File: config.mk
export PLATFORM = sky130hd
export DESIGN_NAME = ordering_stream_bridge_flat
export DESIGN_NICKNAME = d
export VERILOG_FILES = /design/src/rtl/ordering_stream_bridge_if.sv /design/src/rtl/ordering_stream_bridge.sv /design/src/flat_wrapper.sv
export SDC_FILE = /design/constraint.sdc
export NUM_CORES = 1
export LEC_CHECK = 0
export BUFFER_PORTS_ARGS = -buffer_cell sky130_fd_sc_hd__clkbuf_2
export CORE_MARGIN = 1
export CORE_UTILIZATION = 50
export DETAILED_ROUTE_END_ITERATION = 8
export PLACE_DENSITY = 0.81
export SETUP_SLACK_MARGIN = 0.2
export SLEW_MARGIN = 25
export SYNTH_ARGS = -nofsm -noshare
export SYNTH_HDL_FRONTEND = slang
export SYNTH_SLANG_ARGS = --single-unit
export TNS_END_PERCENT = 1
File: constraint.sdc
create_clock -name clk -period 8.4 [get_ports clk]
set_clock_uncertainty 0.05 [all_clocks]
set_input_delay 0.42 -clock clk [delete_from_list [all_inputs] [get_ports clk]]
set_output_delay 0.42 -clock clk [all_outputs]
set_load 0.005 [all_outputs]
File: src/rtl/ordering_stream_bridge_if.sv
// Host command/beat handshakes and the chain-side element port
// of the ordering stream bridge.
interface ordering_stream_bridge_if #(
  parameter int elem_w     = 8,
  parameter int beat_elems = 8
) ();
  localparam int beat_w = beat_elems * elem_w;

  logic              cmd_start;
  logic [1:0]        cmd_mode;
  logic              busy;
  logic              done;
  logic              wr_valid;
  logic              wr_ready;
  logic [beat_w-1:0] wr_data;
  logic              rd_valid;
  logic              rd_ready;
  logic [beat_w-1:0] rd_data;
  logic              chain_shift;
  logic [elem_w-1:0] chain_in_data;
  logic [elem_w-1:0] chain_out_data;

  modport master (
    output cmd_start,
    output cmd_mode,
    output wr_valid,
    output wr_data,
    output rd_ready,
    output chain_out_data,
    input  busy,
    input  done,
    input  wr_ready,
    input  rd_valid,
    input  rd_data,
    input  chain_shift,
    input  chain_in_data
  );

  modport slave (
    input  cmd_start,
    input  cmd_mode,
    input  wr_valid,
    input  wr_data,
    input  rd_ready,
    input  chain_out_data,
    output busy,
    output done,
    output wr_ready,
    output rd_valid,
    output rd_data,
    output chain_shift,
    output chain_in_data
  );
endinterface

File: src/rtl/ordering_stream_bridge.sv
// Moves city orderings between host beats and the replica
// ordering shift chain: write, destructive read, rotate-read.
module ordering_stream_bridge #(
  parameter int replica_num = 32,
  parameter int city_num    = 64,
  parameter int elem_w      = 8,
  parameter int beat_elems  = 8
) (
  input  logic                    clk,
  input  logic                    reset,
  ordering_stream_bridge_if.slave bus
);
  localparam int total = replica_num * city_num;
  localparam int cnt_w = $clog2(total + 1);
  localparam int idx_w =
    (beat_elems > 1) ? $clog2(beat_elems) : 1;

  localparam logic [cnt_w-1:0] last_elem =
    cnt_w'(total - 1);
  localparam logic [idx_w-1:0] last_idx =
    idx_w'(beat_elems - 1);

  typedef enum logic [1:0] {
    IDLE,
    WRITE,
    READ,
    FLUSH
  } state_t;

  typedef logic [beat_elems-1:0][elem_w-1:0] beat_t;

  state_t           state_q;
  state_t           state_d;
  logic             done_q;
  logic             done_d;
  logic [cnt_w-1:0] ecnt_q;
  logic             wb_q;

  beat_t            wbuf_q;
  logic [idx_w-1:0] widx_q;
  logic             wfull_q;

  beat_t            pbuf_q;
  logic [idx_w-1:0] pidx_q;
  logic             pfull_q;

  beat_t            rdata_q;
  logic             rvalid_q;

  logic              mode_wr;
  logic              mode_rd;
  logic              start_ok;
  logic              wr_hs;
  logic              rd_hs;
  logic              pmove;
  logic              shift;
  logic              wr_ready_c;
  logic [elem_w-1:0] chain_in_c;

  assign mode_wr  = (bus.cmd_mode == 2'd0);
  assign mode_rd  = (bus.cmd_mode == 2'd1)
                  | (bus.cmd_mode == 2'd2);
  assign start_ok = (state_q == IDLE) & bus.cmd_start;

  assign wr_hs = bus.wr_valid & wr_ready_c;
  assign rd_hs = rvalid_q & bus.rd_ready;

  // a full packer hands over when the output slot frees up
  assign pmove = pfull_q & (~rvalid_q | bus.rd_ready);

  always_comb begin
    state_d    = state_q;
    done_d     = 1'b0;
    shift      = 1'b0;
    wr_ready_c = 1'b0;
    chain_in_c = '0;
    unique case (state_q)
      IDLE: begin
        if (bus.cmd_start) begin
          unique case (1'b1)
            mode_wr: state_d = WRITE;
            mode_rd: state_d = READ;
            default: state_d = IDLE;
          endcase
        end
      end
      WRITE: begin
        wr_ready_c = ~wfull_q;
        shift      = wfull_q;
        if (wfull_q) begin
          chain_in_c = wbuf_q[widx_q];
        end
        if (shift && ecnt_q == last_elem) begin
          state_d = IDLE;
          done_d  = 1'b1;
        end
      end
      READ: begin
        shift = ~pfull_q;
        if (wb_q) begin
          chain_in_c = bus.chain_out_data;
        end
        if (shift && ecnt_q == last_elem) begin
          state_d = FLUSH;
        end
      end
      FLUSH: begin
        if (!pfull_q && rd_hs) begin
          state_d = IDLE;
          done_d  = 1'b1;
        end
      end
      default: state_d = IDLE;
    endcase
  end

  always_ff @(posedge clk or posedge reset) begin
    if (reset) begin
      state_q <= IDLE;
      done_q  <= 1'b0;
    end else begin
      state_q <= state_d;
      done_q  <= done_d;
    end
  end

  always_ff @(posedge clk or posedge reset) begin
    if (reset) begin
      ecnt_q <= '0;
      wb_q   <= 1'b0;
    end else if (start_ok) begin
      ecnt_q <= '0;
      wb_q   <= (bus.cmd_mode == 2'd2);
    end else if (shift) begin
      ecnt_q <= ecnt_q + cnt_w'(1);
    end
  end

  // unpack: one beat drains an element per cycle
  always_ff @(posedge clk or posedge reset) begin
    if (reset) begin
      wbuf_q  <= '0;
      widx_q  <= '0;
      wfull_q <= 1'b0;
    end else if (wr_hs) begin
      wbuf_q  <= bus.wr_data;
      widx_q  <= '0;
      wfull_q <= 1'b1;
    end else if (state_q == WRITE && wfull_q) begin
      if (widx_q == last_idx) begin
        widx_q  <= '0;
        wfull_q <= 1'b0;
      end else begin
        widx_q <= widx_q + idx_w'(1);
      end
    end
  end

  always_ff @(posedge clk or posedge reset) begin
    if (reset) begin
      pbuf_q  <= '0;
      pidx_q  <= '0;
      pfull_q <= 1'b0;
    end else if (state_q == READ && !pfull_q) begin
      pbuf_q[pidx_q] <= bus.chain_out_data;
      if (pidx_q == last_idx) begin
        pidx_q  <= '0;
        pfull_q <= 1'b1;
      end else begin
        pidx_q <= pidx_q + idx_w'(1);
      end
    end else if (pmove) begin
      pidx_q  <= '0;
      pfull_q <= 1'b0;
    end
  end

  always_ff @(posedge clk or posedge reset) begin
    if (reset) begin
      rdata_q  <= '0;
      rvalid_q <= 1'b0;
    end else if (pmove) begin
      rdata_q  <= pbuf_q;
      rvalid_q <= 1'b1;
    end else if (rd_hs) begin
      rvalid_q <= 1'b0;
    end
  end

  assign bus.busy          = (state_q != IDLE);
  assign bus.done          = done_q;
  assign bus.wr_ready      = wr_ready_c;
  assign bus.rd_valid      = rvalid_q;
  assign bus.rd_data       = rdata_q;
  assign bus.chain_shift   = shift;
  assign bus.chain_in_data = chain_in_c;
endmodule

File: src/flat_wrapper.sv
// flat-port wrapper written by rule: the top's interface ports become plain ports
module ordering_stream_bridge_flat 
#(
  parameter int replica_num = 32,
  parameter int city_num    = 64,
  parameter int elem_w      = 8,
  parameter int beat_elems  = 8
)
  (clk, reset, bus_cmd_start, bus_cmd_mode, bus_wr_valid, bus_wr_data, bus_rd_ready, bus_chain_out_data, bus_busy, bus_done, bus_wr_ready, bus_rd_valid, bus_rd_data, bus_chain_shift, bus_chain_in_data);
  ordering_stream_bridge_if #(.elem_w(elem_w), .beat_elems(beat_elems)) bus_i ();
  input  logic clk;
  input  logic reset;
  input wire logic [$bits(bus_i.cmd_start)-1:0] bus_cmd_start;
  input wire logic [$bits(bus_i.cmd_mode)-1:0] bus_cmd_mode;
  input wire logic [$bits(bus_i.wr_valid)-1:0] bus_wr_valid;
  input wire logic [$bits(bus_i.wr_data)-1:0] bus_wr_data;
  input wire logic [$bits(bus_i.rd_ready)-1:0] bus_rd_ready;
  input wire logic [$bits(bus_i.chain_out_data)-1:0] bus_chain_out_data;
  output wire logic [$bits(bus_i.busy)-1:0] bus_busy;
  output wire logic [$bits(bus_i.done)-1:0] bus_done;
  output wire logic [$bits(bus_i.wr_ready)-1:0] bus_wr_ready;
  output wire logic [$bits(bus_i.rd_valid)-1:0] bus_rd_valid;
  output wire logic [$bits(bus_i.rd_data)-1:0] bus_rd_data;
  output wire logic [$bits(bus_i.chain_shift)-1:0] bus_chain_shift;
  output wire logic [$bits(bus_i.chain_in_data)-1:0] bus_chain_in_data;
  assign bus_i.cmd_start = bus_cmd_start;
  assign bus_i.cmd_mode = bus_cmd_mode;
  assign bus_i.wr_valid = bus_wr_valid;
  assign bus_i.wr_data = bus_wr_data;
  assign bus_i.rd_ready = bus_rd_ready;
  assign bus_i.chain_out_data = bus_chain_out_data;
  assign bus_busy = bus_i.busy;
  assign bus_done = bus_i.done;
  assign bus_wr_ready = bus_i.wr_ready;
  assign bus_rd_valid = bus_i.rd_valid;
  assign bus_rd_data = bus_i.rd_data;
  assign bus_chain_shift = bus_i.chain_shift;
  assign bus_chain_in_data = bus_i.chain_in_data;
  ordering_stream_bridge #(.replica_num(replica_num), .city_num(city_num), .elem_w(elem_w), .beat_elems(beat_elems)) u_core (.clk(clk), .reset(reset), .bus(bus_i));
endmodule
=== Word level (Yosys, flattened, before mapping) ===
Index checks and enable logic that the tools add are counted.

* Bits in registers: 217
* Input bits: 79
* Output and inout bits: 77
* Word-level logic and storage cells: 114

* $add $sub $neg: 3
* Magnitude comparators: 3
* Equal/unequal tests: 13
* Mux-type cells: 35
* Bitwise gates (word level): 9
* Reduce and logical (&&, ||, !) cells: 18

{| class="wikitable"
|+ Operator list
! cell !! count
|-
| bitwise mux 64 bit || 1
|-
| 2-to-1 mux 8 bit || 4
|-
| binary-select mux 8 bit (select 3 bit) || 1
|-
| demux 8 bit (select 3 bit) || 1
|-
| 2-to-1 mux 12 bit || 2
|-
| 2-to-1 mux 3 bit || 6
|-
| one-hot mux 8 bit (2 select lines) || 1
|-
| adder 12 x 1 -> 12 bit (second input constant) || 1
|-
| equality test 12 x 11 -> 1 bit (second input constant) || 1
|-
| nonzero test 2 bit || 6
|-
| 2-to-1 mux 1 bit || 11
|-
| < comparator 3 x 4 -> 1 bit (second input constant) || 2
|-
| 2-to-1 mux 2 bit || 4
|-
| one-hot mux 2 bit (4 select lines) || 1
|-
| adder 3 x 1 -> 3 bit (second input constant) || 2
|-
| equality test 2 bit (second input constant) || 3
|-
| equality test 3 bit (second input constant) || 2
|-
| logical AND 1 bit || 6
|-
| != test 2 x 1 -> 1 bit (second input constant) || 3
|-
| AND 1 bit || 4
|-
| equality test 2 x 1 -> 1 bit (second input constant) || 2
|-
| zero test 2 bit || 2
|-
| != test 2 bit (second input constant) || 2
|-
| one-hot mux 1 bit (2 select lines) || 2
|-
| 7 further kinds || 11
|}

=== Logic depth before layout (Yosys ltp) ===
Gate-level depths: netlist of run 1.

* Word-level depth: 5
* Depth in mapped cells: 8
* Gate-level depth less buffers: 7

=== Worst setup path before layout of run 1 ===
OpenSTA, ideal clock, no wires.

* Path type: reg-to-output
* From: reg u_core.state_q[1]
* To: out bus_chain_in_data[0]
* Arrival: 1558 ps
* Required time: 7930 ps
* Path slack: 6372 ps
* Stages on the path, launching flop included: 7
* Buffers on the path: 1
* Cells stage by stage: dfrtp_1 inv_1 ha_1 and2_1 buf_2 nand2_1 o41ai_1

* Longest elaborated chain between the ends: 2
* Elaborated cells on any way between the ends: 3
* Classes of those cells: eq/ne: 2; mux: 1

{| class="wikitable"
|+ Ends and longest elaborated chain
! element !! RTL line !! text
|-
| start: declaration || ordering_stream_bridge.sv:32 || <nowiki>state_t state_q;</nowiki>
|-
| start signal: assignment || ordering_stream_bridge.sv:122 || <nowiki>state_q <= state_d;</nowiki>
|-
| equality test 2 bit or equality test 2 x 1 -> 1 bit (tied branches) || ordering_stream_bridge.sv:77 || <nowiki>unique case (state_q)</nowiki>
|-
| one-hot mux 8 bit (2 select lines) * || ordering_stream_bridge.sv:77 ||
|-
| end: declaration || flat_wrapper.sv:25 || <nowiki>output wire logic [$bits(bus_i.chain_in_data)-1:0] bus_chain_in_data;</nowiki>
|}

Every way passes the cells marked *; elsewhere a longest branch is shown, timed or not.

=== Final worst setup path of run 1 ===
* From: reg u_core.state_q[1]
* To: out bus_chain_in_data[2]

Same word-level chain as after synthesis.

==> impl_metrics.json, run 1 <==
{
  "status": "complete, but fails checks",
  "violations": "negative hold slack",
  "grt_pass1_wl_um": 29700,
  "max_freq_mhz": 316,
  "power_density_nw_per_um2": 367,
  "routed_via_density": 5.50,
  "ys_seq_area_share_pct": 59.5,
  "syn_inst": 624,
  "die_y_um": 137,
  "peakVddDrop_uv": 229,
  "avgSynthCellArea_um2": 14.6,
  "cts_tree": "built",
  "netlist_top_cells_count": "dfrtp_1, mux2_2, nand2_1",
  "chipWidth_um": 137,
  "critPathRequiredTime_ns": 7.93,
  "setup_viol": 0,
  "cts_num_sinks": 217,
  "num_vias": 5650,
  "grt_max_degree": 150,
  "synth_top_area_share_pct": 59.5,
  "rows": 49,
  "synth_top_family_by_area": "multiplexers",
  "place_area_um2": 10100,
  "grt_antenna_before_repair": 0,
  "htreeDepth": 1,
  "cts_max_path_buffers": 3,
  "wl_met1_um": 8570,
  "rsz0062_at_grt": "no",
  "nNetsFinal": 873,
  "synth-xor-area-share_pct": 0.576,
  "yosys.area.top_type": "dfrtp_1",
  "r2r_slack_ns": 6.13,
  "wl_met2_um": 8780,
  "yosysWarnings": 0,
  "r2r_start": "u_core.state_q[0]",
  "synth_fa_ha_area_share_pct": 1.51,
  "synth.most_common_cell": "dfrtp_1",
  "top_layer_used": "met4",
  "drc": 0,
  "cp_max_fo": 9,
  "hold_viol_final": 3,
  "timing.hold.ws_ns": -0.0105,
  "clk_latency_ns": 0.50,
  "synthFlopType": "dfrtp_1",
  "postRouteAntennaNets": 0,
  "ys_async_sr_fraction_pct": 100,
  "grt_pass1_vias": 5796,
  "hold_class": "input port to asynchronous set/reset pin",
  "synth_mux_area_share_pct": 27.1,
  "period_needed_ns": 3.17,
  "cts_resized": 0,
  "cp-end-kind": "primary output",
  "synthTopCellsByArea": "dfrtp_1, mux2_2, mux4_2",
  "fp.coreArea_um2": 17900,
  "multi_input_area_um2": 3550,
  "netlist_area_um2": 9130,
  "path_clk_slew_ns": 0.06,
  "drt-total-wl_um": 18800,
  "seq_area_um2": 5430,
  "fin_crit_sh_pct": 37.7,
  "synth_edf_count": 0,
  "fin_area_um2": 10900,
  "io_buffers": 155,
  "tightestPinTransition_ns": 0.862,
  "overflow": 0,
  "dpl.hpwl_um": 12600,
  "track_usage_pct": 20.4,
  "die_area_um2": 18800,
  "leakage_nw": 5.24,
  "wl_met3_um": 972,
  "first_pass_iters": 4,
  "netlist-cell-type-count": 47,
  "synth_compound_area_share_pct": 4.15,
  "initialDrtViolationCount": 220,
  "numCtsBuffers": 23,
  "tns_ns": 0,
  "initial_core_util_pct": 51.0,
  "r2r-end": "u_core.pbuf_q[51]",
  "num_antenna_cells": 0,
  "post_cts.repair.setup_buffers": 0,
  "cts-root-buf": "clkbuf_16",
  "place.gp.congestion": 0.842,
  "maxSlewViolCount": 0,
  "ff2ff_path_depth": 6,
  "num-fill-cells": 1373,
  "wire_per_inst_um": 18.3,
  "yosys_register_bits": 217,
  "io_pins": 156,
  "drive_gt1_share_pct": 52.4,
  "criticalPathCategory": "register to primary output",
  "start_kind": "register",
  "relSlewSlack_pct": 42.5,
  "cts_hold_buffers": 0,
  "syn_to_final_growth_pct": 19.5,
  "syn-num-nets": 714,
  "arrival_ns": 2.70,
  "max_cap_viol_count": 0,
  "synth-simple-area-share_pct": 5.40
}
worst max-delay path, stage by stage, from the launching register on:
cell and delay (ns):
dfrtp_1 0.41, inv_1 0.09, ha_1 0.27, and2_1 0.35
nand2_1 0.31, o41ai_1 0.56, clkbuf_2 0.19
worst max-delay path by stage:
stage | start | endpoint | slack, ns | cells past startpoint
3_5_place_dp | u_core.state_q[1] | bus_chain_in_data[2] | 5.83 | 6
5_1_grt | u_core.state_q[1] | bus_chain_in_data[2] | 5.12 | 6
4_1_cts | u_core.state_q[1] | bus_chain_in_data[2] | 5.29 | 6
2_1_floorplan | reset | u_core.bus.done | 1.99 | 1
3_3_place_gp | u_core.state_q[1] | bus_chain_in_data[2] | 5.91 | 6
6_report | u_core.state_q[1] | bus_chain_in_data[2] | 5.23 | 6
power breakdown:
part / internal (W) / total (W) / leakage [nW] / switching [W]
Clock: 0.000638 / 0.00104 / 0.393 / 0.000401
Sequential: 0.00150 / 0.00178 / 2.72 / 0.000277
Combinational: 0.000693 / 0.00119 / 2.12 / 0.000493
Total: 0.00284 / 0.00401 / 5.24 / 0.00117
logic make-up (layout without fill, tap and decap cells):
group	after synthesis	count (layout)
AOI/OAI and AO/OA	53	53
xor gates and xnor gates	6	6
adders and majority gates	11	11
buffers and inverters	35	210
DFF	217	217
muxes	212	212
and+or+nand+nor	90	90
layout by cell type (no fill, tap or decap), types with 7 or more instances in the layout:
cell / n
a21oi_1: 8
clkbuf_16: 23
clkbuf_2: 155
dfrtp_1: 217
ha_1: 11
inv_1: 9
mux2_2: 202
mux4_2: 8
nand2_1: 32
nand2b_1: 7
nor2_1: 13
nor2b_1: 10
o31ai_1: 10
cell type report:
class / instances / share of cell area [%]
Clock buffer: 31 / 6.01
Clock inverter: 10 / 1.18
Inverter: 10 / 0.459
Multi-Input combinational cell: 372 / 32.5
Sequential cell: 217 / 49.8
Tap cell: 229 / 2.63
Timing Repair Buffer: 159 / 7.39
layer usage:
metal  global-route usage [%]  vias to the layer above
met5                        0                        -
li1                         -                     2585
met2                     32.2                      167
met1                     28.7                     2862
met3                     4.04                       36
met4                     5.92                        0
registers in the layout (all words and copies together) (netlist names):
name,count
u_core.ecnt_q,12
u_core.pbuf_q,64
u_core.state_q,2
u_core.pfull_q,1
u_core.bus.done,1
u_core.wfull_q,1
u_core.wb_q,1
u_core.wbuf_q,64
u_core.pidx_q,3
u_core.bus.rd_valid,1
u_core.bus.rd_data,64
u_core.widx_q,3
through the flow:
stage | hold slack, ns | total power (W) | util [%] | instances | worst slack [ns]
after floorplan | 0.389 | 0.00259 | - | 624 | 1.99
after global placement | 0.415 | 0.00293 | 56.5 | 987 | 5.91
after detailed placement | 0.434 | 0.00299 | 56.5 | 987 | 5.83
after CTS | 0.0802 | 0.00404 | 60.9 | 1028 | 5.29
after global routing | 0.0587 | 0.00426 | 60.9 | 1028 | 5.12
final | -0.0105 | 0.00401 | 60.9 | 1028 | 5.23
No activity file was read; power rests on OpenSTA's default activity.
==> run 2: changes to the inputs <==
- PLACE_DENSITY: 0.81 -> 0.84
- clock period: 8.4 -> 2.7 ns (I/O delays scaled with it)
==> run 2 against run 1 <==
Compared with the run above:
- the run now ends clean
- sequential share of layout area is 3.4 points lower
- sequential power rose to 3.1 times the previous value
- wire length rose by 13%
- global-route usage up 2.9 points
- critical path type unchanged
- largest power group unchanged
==> impl_metrics.json, run 2 (synthesis gave the netlist of run 1 again) <==
{
  "io_buffers": 155,
  "drc": 0,
  "overflow": 0,
  "timing.hold.ws_ns": 0.0217,
  "drt-total-wl_um": 21200,
  "max_cap_viol_count": 0,
  "numCtsBuffers": 23,
  "power_density_nw_per_um2": 1090,
  "rows": 49,
  "critPathRequiredTime_ns": 2.52,
  "setup_viol": 0,
  "hold_viol_final": 0,
  "postRouteAntennaNets": 0,
  "die_area_um2": 18800,
  "initialDrtViolationCount": 244,
  "htreeDepth": 1,
  "grt_antenna_before_repair": 0,
  "cts_tree": "built",
  "dpl.hpwl_um": 13000,
  "internal_power_w": 0.00892,
  "tns_ns": 0,
  "grt_pass1_wl_um": 33700,
  "worstPathCellList": "inv_1 > ha_2 > and2_4 > nand2_2 > o41ai_2 > clkbuf_2",
  "rsz0062_at_grt": "yes",
  "criticalPathCategory": "register to primary output",
  "max_freq_mhz": 406,
  "cts_num_sinks": 217,
  "cts-root-buf": "clkbuf_16",
  "status": "complete, no violations",
  "nNetsFinal": 948,
  "p_total_w": 0.0127,
  "start_kind": "register",
  "fin_crit_sh_pct": 91.3,
  "critPathSlowestCell": "o41ai_2",
  "routed_via_density": 5.46,
  "chipWidth_um": 137,
  "cts_max_path_buffers": 3,
  "layout_commonest_cell": "dfrtp_1",
  "comb_power_share_pct": 31.5,
  "track_usage_pct": 23.4,
  "clk_latency_ns": 0.50,
  "grt_pass1_vias": 6470,
  "cp-end-kind": "primary output",
  "drive_gt1_share_pct": 49.0,
  "die_y_um": 137,
  "post_cts.repair.setup_buffers": 0,
  "relSlewSlack_pct": 56.3,
  "clockPowerShare_pct": 24.9,
  "path_clk_slew_ns": 0.06,
  "arrival_ns": 2.28,
  "fp.coreArea_um2": 17900,
  "syn_to_final_growth_pct": 28.2,
  "initial_core_util_pct": 51.0,
  "period_needed_ns": 2.46,
  "layout_common_cells": "dfrtp_1, mux2_2, clkbuf_2",
  "pwr-share-seq_pct": 43.7,
  "cpPeakStageDelay_ns": 0.44,
  "switchingPower_w": 0.00383,
  "r2r_slack_ns": 0.55,
  "setup_ws_ns": 0.235,
  "wire_per_inst_um": 19.2,
  "hold_class": "input port to register",
  "sw_frac_of_total_pct": 30.0,
  "cp_max_fo": 9,
  "place.gp.congestion": 0.806,
  "num_vias": 6020,
  "io_pins": 156,
  "tightestPinTransition_ns": 0.639,
  "grt_max_degree": 84,
  "leakage_nw": 5.57,
  "dp_slack_ns": 0.420,
  "maxSlewViolCount": 0,
  "first_pass_iters": 4,
  "peakVddDrop_uv": 742,
  "num-fill-cells": 1290
}
[run 2: timing repair]
action	4_1_cts	5_1_grt
endpoints found under the setup margin	8	8
endpoints found under the hold margin	91	0
hold buffers	69	0
gates resized for setup	4	4
[run 2: power groups by stage]
stage	clock network (W)	registers [W]	logic [W]
after detailed placement	0	0.00557	0.00382
after floorplan	0	0.00531	0.00276
final	0.00317	0.00557	0.00401
after CTS	0.00321	0.00553	0.00397
after global placement	0	0.00547	0.00368
after global routing	0.00333	0.00575	0.00440
[run 2: final timing paths]
check	from	endpoint	depth (start not counted)
min reg2reg	u_core.pbuf_q[49]	u_core.pbuf_q[49]	1
min	bus_cmd_start	u_core.ecnt_q[9]	4
max in group asynchronous	reset	u_core.wbuf_q[60]	4
min in group asynchronous	reset	u_core.bus.rd_data[11]	3
max reg2reg	u_core.state_q[0]	u_core.pbuf_q[13]	6
max	u_core.state_q[1]	bus_chain_in_data[2]	6
[run 2: final cells by class]
cell class / count / area (um2) / share of cell area [%]
sequential: 217 / 5430 / 46.4
clock buffer: 31 / 636 / 5.43
timing repair buffer: 234 / 1600 / 13.7
clock inverter: 9 / 123 / 1.05
multi-input combinational: 372 / 3580 / 30.6
tap: 229 / 287 / 2.45
inverter: 10 / 41.3 / 0.353
antenna: 1 / 2.50 / 0.0214
[run 2: metrics by stage]
step / area [um2] / util (%) / std cells
after CTS: 11700 / 65.3 / 1102
after global placement: 10200 / 57.1 / 993
after floorplan: 9130 / - / 624
final: 11700 / 65.4 / 1103
after detailed placement: 10200 / 57.1 / 993
after global routing: 11700 / 65.4 / 1102
[run 2: critical path: cells and delay by family (launching register included)]
family          cells  cell delay (ns)
simple gates        2             0.41
fa+ha+maj           1             0.24
compound gates      1             0.44
buf+inv             2             0.27
flops               1             0.41
[run 2: routing by layer]
metal / wire, um / GRT usage [%] / vias up
li1: - / - / 2723
met1: 8740 / 29.4 / 3067
met2: 10800 / 40.9 / 183
met3: 1160 / 4.52 / 47
met4: 464 / 6.59 / 0
met5: 0 / 0 / -
